==> src/rtl/jk_universal_reg.sv <==
// WIDTH-bit register with per-bit JK control, modulo-MOD up/down counting and
// clamped parallel load. Q and ovf are registered; nQ and tc are combinational.
module jk_universal_reg #(
  parameter int unsigned WIDTH   = 4,
  parameter int unsigned MOD     = 16,
  parameter int unsigned RST_VAL = 0
) (
  input  logic             clk,
  input  logic             rst,
  input  logic             en,
  input  logic [1:0]       mode,
  input  logic [WIDTH-1:0] J,
  input  logic [WIDTH-1:0] K,
  input  logic [WIDTH-1:0] d,
  output logic [WIDTH-1:0] Q,
  output logic [WIDTH-1:0] nQ,
  output logic             tc,
  output logic             ovf
);

  typedef enum logic [1:0] {
    MODE_JK   = 2'b00,
    MODE_UP   = 2'b01,
    MODE_DOWN = 2'b10,
    MODE_LOAD = 2'b11
  } mode_e;

  localparam int unsigned WIDTH_EXT = WIDTH + 1;
  localparam logic [WIDTH-1:0]     MAX_VAL = WIDTH'(MOD - 1);
  // One extra bit so MOD == 2**WIDTH is representable for range checks.
  localparam logic [WIDTH_EXT-1:0] MOD_EXT = WIDTH_EXT'(MOD);
  localparam logic [WIDTH-1:0]     RST_Q   = WIDTH'(RST_VAL);

  logic [WIDTH-1:0] q_next;
  logic             ovf_next;

  // Next-state selection by mode; en=0 holds Q and clears ovf.
  always_comb begin
    q_next   = Q;
    ovf_next = 1'b0;
    if (en) begin
      case (mode)
        MODE_JK: begin
          for (int i = 0; i < int'(WIDTH); i++) begin
            case ({J[i], K[i]})
              2'b10:   q_next[i] = 1'b1;
              2'b01:   q_next[i] = 1'b0;
              2'b11:   q_next[i] = ~Q[i];
              default: q_next[i] = Q[i];
            endcase
          end
        end
        MODE_UP: begin
          if (Q >= MAX_VAL) begin
            q_next   = '0;
            ovf_next = 1'b1;
          end else begin
            q_next = Q + WIDTH'(1);
          end
        end
        MODE_DOWN: begin
          if (Q == '0) begin
            q_next   = MAX_VAL;
            ovf_next = 1'b1;
          end else if ({1'b0, Q} >= MOD_EXT) begin
            q_next = MAX_VAL;
          end else begin
            q_next = Q - WIDTH'(1);
          end
        end
        MODE_LOAD: begin
          q_next = ({1'b0, d} < MOD_EXT) ? d : MAX_VAL;
        end
        default: q_next = Q;
      endcase
    end
  end

  always_ff @(posedge clk) begin
    if (rst) begin
      Q   <= RST_Q;
      ovf <= 1'b0;
    end else begin
      Q   <= q_next;
      ovf <= ovf_next;
    end
  end

  assign nQ = ~Q;
  // Predicts a wrap on the next enabled edge.
  assign tc = en & (((mode == MODE_UP) & (Q >= MAX_VAL)) |
                    ((mode == MODE_DOWN) & (Q == '0)));

endmodule

==> config.mk <==
export PLATFORM = sky130hd
export DESIGN_NAME = jk_universal_reg
export DESIGN_NICKNAME = d
export VERILOG_FILES = /design/src/rtl/jk_universal_reg.sv
export SDC_FILE = /design/constraint.sdc
export NUM_CORES = 1
export LEC_CHECK = 0
export BUFFER_PORTS_ARGS = -buffer_cell sky130_fd_sc_hd__buf_4
export CORE_UTILIZATION = 37
export DETAILED_ROUTE_END_ITERATION = 8
export PLACE_DENSITY = 0.68
export SLEW_MARGIN = 20
export SYNTH_ARGS = -nofsm -noshare
export SYNTH_HDL_FRONTEND = slang
export SYNTH_SLANG_ARGS = --single-unit
==> constraint.sdc <==
create_clock -name clk -period 3.3 [get_ports clk]
set_input_delay 0.33 -clock clk [delete_from_list [all_inputs] [get_ports clk]]
set_output_delay 0.33 -clock clk [all_outputs]
set_load 0.005 [all_outputs]
Word level (Yosys, flattened, before mapping)
Cells that the tools add are included.
{"block": "totals", "regBits": 5}
{"block": "op_classes", "reduce_logical": 7, "bitwise_logic": 10, "mux": 10, "addsub": 2, "magnitude_cmp": 1, "n_eq_ne": 19}
{"cell": "2-bit equality test (second input constant)", "n": 10}
{"cell": "4-bit by 1-bit inequality test with 1-bit output (second input constant)", "n": 4}
{"cell": "4-bit one-hot mux with 4 select lines", "n": 1}
{"cell": "1-bit one-hot mux with 3 select lines", "n": 4}
{"cell": "2-bit by 1-bit equality test with 1-bit output (second input constant)", "n": 5}
{"cell": "4-bit 2-to-1 mux", "n": 2}
{"cell": "2-bit AND reduction", "n": 4}
{"cell": "1-bit NOT", "n": 5}
{"cell": "4-bit by 1-bit adder with 4-bit output (second input constant)", "n": 1}
{"cell": "4-bit >= comparator (second input constant)", "n": 1}
{"cell": "4-bit logical NOT", "n": 1}
{"cell": "4-bit NOT", "n": 1}
{"cell": "4-bit by 1-bit subtractor with 4-bit output (second input constant)", "n": 1}
{"cell": "1-bit bitwise AND", "n": 3}
{"cell": "2-bit logical NOT", "n": 1}
{"cell": "1-bit 2-to-1 mux", "n": 2}
{"cell": "1-bit one-hot mux with 2 select lines", "n": 1}
{"cell": "2-bit OR reduction", "n": 1}
{"cell": "1-bit OR", "n": 1}

Logic depth before layout (Yosys ltp)
{"block": "depth", "ltp_word": 4, "depth_mapped": 7, "depth_no_buf": 6}

Worst setup path after synthesis
Ideal clock, no wire load.
{"block": "synth_timing", "kind": "reg-to-reg", "start": "register Q[0]", "end": "register Q[2]", "path_buffers": 0, "arrival_time_ns": 1.444, "path_slack_ns": 1.786, "stages_incl_launch_ff": 7, "path_cell_list": "dfxtp_1 -> inv_1 -> ha_1 -> nand3b_1 -> o211a_1 -> a311o_1 -> a21oi_1"}
{"block": "synth_between", "elab_chain_cells": 3}
{"item": "start: declaration", "line": "15", "source": "output logic [WIDTH-1:0] Q,"}
{"item": "start signal: assignment", "line": "84", "source": "Q <= q_next;"}
{"item": "4-bit by 1-bit subtractor with 4-bit output (tied with other cells)", "line": "68", "source": "q_next = Q - WIDTH'(1);"}
{"item": "4-bit 2-to-1 mux, on equally long branches", "line": "62, 54"}
{"item": "4-bit one-hot mux with 4 select lines (*)", "line": "42", "source": "case (mode)"}
Mark *: on every way between the ends. The rest lies on a longest branch, timed or not.
A chain may end at the register's enable or synchronous reset.

Final worst setup path
{"block": "layout_timing", "start": "register Q[0]", "end": "output port tc"}
{"block": "layout_between", "elab_chain_cells": 4}
{"item": "4-bit >= comparator or 4-bit logical NOT (tied branches)", "line": "91, 92"}
{"item": "1-bit bitwise AND, on equally long branches", "line": "91, 92"}
{"item": "1-bit OR (*)", "line": "91", "source": "assign tc = en & (((mode == MODE_UP) & (Q >= MAX_VAL)) |"}
{"item": "1-bit bitwise AND (*)", "line": "91"}
{"item": "end: declaration", "line": "17", "source": "output logic tc,"}
Marked as above.

==> reports/metrics.yaml <==
setup_path:
  end_kind: "output port"
  crit_required_ns: 2.97
  crit_type: "flip-flop to output port"
  path_max_fanout: 8
  cp-start-kind: "flip-flop"
  critPathArrivalTime_ns: 1.69
  r2r-start: "Q[0]"
  crit_start: "Q[0]"
logic_synthesis:
  yosysMostFrequentCell: "ha_1"
  synth_top_area_cell: "ha_1"
  seq_area_frac_synth: 0.1541
  synthXorXnorAreaFrac: 0
  synth_edf_count: 0
  synthArstFlopShare: 0
  synthTopCellsByCount: "ha_1, inv_1, a21oi_1"
  synth.area.mux_share: 0.04817
  synth.distinct_cells: 29
  synth_top_family_by_area: "compound AO/OA/AOI/OAI gates"
  syn-mean-instance-area_sq_um: 8.017
  synth-seq-cells: 5
  synth_area_sq_um: 649.4
  syn-num-nets: 111
  yosysTopAreaCellShare: 0.2505
  syn_inst: 81
  synth_adder_area_share: 0.2505
  synth_warnings: 0
  synth_simple_gate_area_frac: 0.1773
  yosys_most_used_dff: "dfxtp_1"
  synth_compound_area_frac: 0.2890
  ys_top_cells_by_area: "ha_1, dfxtp_1, a21oi_1"
placed_design:
  place_congestion: 0.7712
  dp_hpwl_um: 1361
  portBuffers: 26
  dpl-instance-area_sq_um: 857.1
  dp_cells: 121
timing:
  rsz0062_at_grt: "false"
  skew_ns: 0.0002785
  worst_slew_pin_slew_ns: 0.3468
  slew_headroom: 0.7628
  period_needed_ns: 2.024
  fin_hold_ws_ns: 0.2869
  hold_violations: 0
  max_freq_mhz: 494.1
  period_share: 0.6133
  slew_violations: 0
  tns_ns: 0
  setup_viol: 0
pwr:
  switchingPower_mw: 0.07677
  power.density_nw_per_um2: 269.7
  swShare: 0.3223
  seq_power_share: 0.308
  p_leak_nw: 0.4283
  ir_drop_uv: 192.9
  power_frac_comb: 0.385
  p_clk_frac: 0.307
  p_int_mw: 0.1615
cells_and_area:
  utilization: 0.5603
  finalNonFillerCells: 125
  final_cell_area_sq_um: 883.3
  diodes: 0
  final_nets: 140
  num-fill-cells: 154
  syn2layout_area_growth_pct: 36.03
  drive_above_1_share: 0.2936
floorplanning:
  io_pins: 27
  initial_core_util: 0.4119
  core_sq_um: 1577
  design.die.area_sq_um: 1927
  dieHeight_um: 43.90
  num_rows: 14
  die_w_um: 43.90
outcome:
  status: "complete, no violations"
cts:
  holdBufCountCts: 0
  insertion_delay_ns: 0.24
  cts.repair.resized: 0
  cts.htree.levels: 1
  clkSinkCount: 5
  cts_tree: "built"
  post_cts_buffers: 0
  cts_made_buffers: 3
  clk_pin_slew_ns: 0.04
  clock-root-buffer: "clkbuf_4"
  clockBufferDepth: 2
routing:
  drc: 0
  post_drt_wl_per_cell_um: 13.38
  avgViaCountPerCell: 5.760
  drtPass1Iterations: 6
  drtIter0Drc: 39
  vias: 720
  ant_nets: 0
  drt_wl_total_um: 1673
global_route:
  track_usage: 0.2019
  grt_pass1_wl_um: 2911
  grt_max_degree: 10
  antenna_found_initial: 0
  grt_pass1_vias: 656
  overflow: 0
run:
  cap_violations: 0
min_path:
  hold_class: "input port to flip-flop"
  min_from: "rst"
==> final timing paths <==
kind	endpoint	slack, ns	cells after the start
worst max-delay path	tc	1.28	5
worst min-delay path	Q[2]	0.29	2
worst max register to register	Q[2]	1.62	6
worst min register to register	Q[0]	0.58	2
==> per-stage QoR <==
| stage | power [mW] | setup slack [ns] |
|---|---|---|
| final | 0.2382 | 1.276 |
| after CTS | 0.2400 | 1.275 |
| after global routing | 0.2561 | 1.174 |
| after detailed placement | 0.1661 | 1.543 |
| after floorplan | 0.1227 | 1.786 |
| after global placement | 0.1649 | 1.539 |
==> per-layer routing <==
layer	global-route usage	part of all wire	wire, um
met5	0	0	0
met4	0.07273	0.017	29
met3	0.04167	0.073	122
met2	0.3284	0.47	781
met1	0.2632	0.44	740
==> cells by family (layout without fill, tap and decap cells) <==
kind of cell,after synthesis,after routing
AO/OA/AOI/OAI,27,27
AND/OR/NAND/NOR,19,19
buffers and inverters,14,42
adder cells (fa/ha/maj),13,13
flip-flops,5,5
multiplexers,3,3
==> state kept, by name (all words and copies together), names as in the netlist <==
name  flops
Q         4
ovf       1
==> final cells by class <==
type,count,area [sq um],area share
inverters,12,45.04,0.05099
repair buffers,26,195.2,0.2210
well taps,16,20.02,0.02266
clock buffers,4,26.28,0.02975
multi-input cells,62,496.7,0.5623
flip-flops and latches,5,100.1,0.1133
==> critical path: stages (launching register included) <==
cell	delay (ns)
dfxtp_1	0.47
inv_1	0.13
ha_1	0.26
and4bb_2	0.25
o21a_1	0.20
buf_4	0.13
==> power by group through the flow <==
stage / logic [mW] / clock network [mW] / registers (mW)
2_1_floorplan: 0.0503 / 0 / 0.0724
3_3_place_gp: 0.0905 / 0 / 0.0744
3_5_place_dp: 0.0918 / 0 / 0.0743
4_1_cts: 0.0922 / 0.0746 / 0.0733
5_1_grt: 0.103 / 0.0785 / 0.0745
6_report: 0.0918 / 0.0731 / 0.0733
==> layout by cell type, fill, tap and decap left out, types with 2 or more instances in the layout <==
cell,synthesis,final
buf_4,0,26
dfxtp_1,5,5
o221ai_1,2,2
nor2_1,5,5
o21ai_0,2,2
nand3b_1,4,4
ha_1,13,13
a21oi_1,10,10
clkbuf_4,0,3
a22oi_1,2,2
inv_1,12,12
mux2i_1,2,2
nand2_1,4,4
o211a_1,2,2
Note: power is estimated with default switching activity, not from simulation.
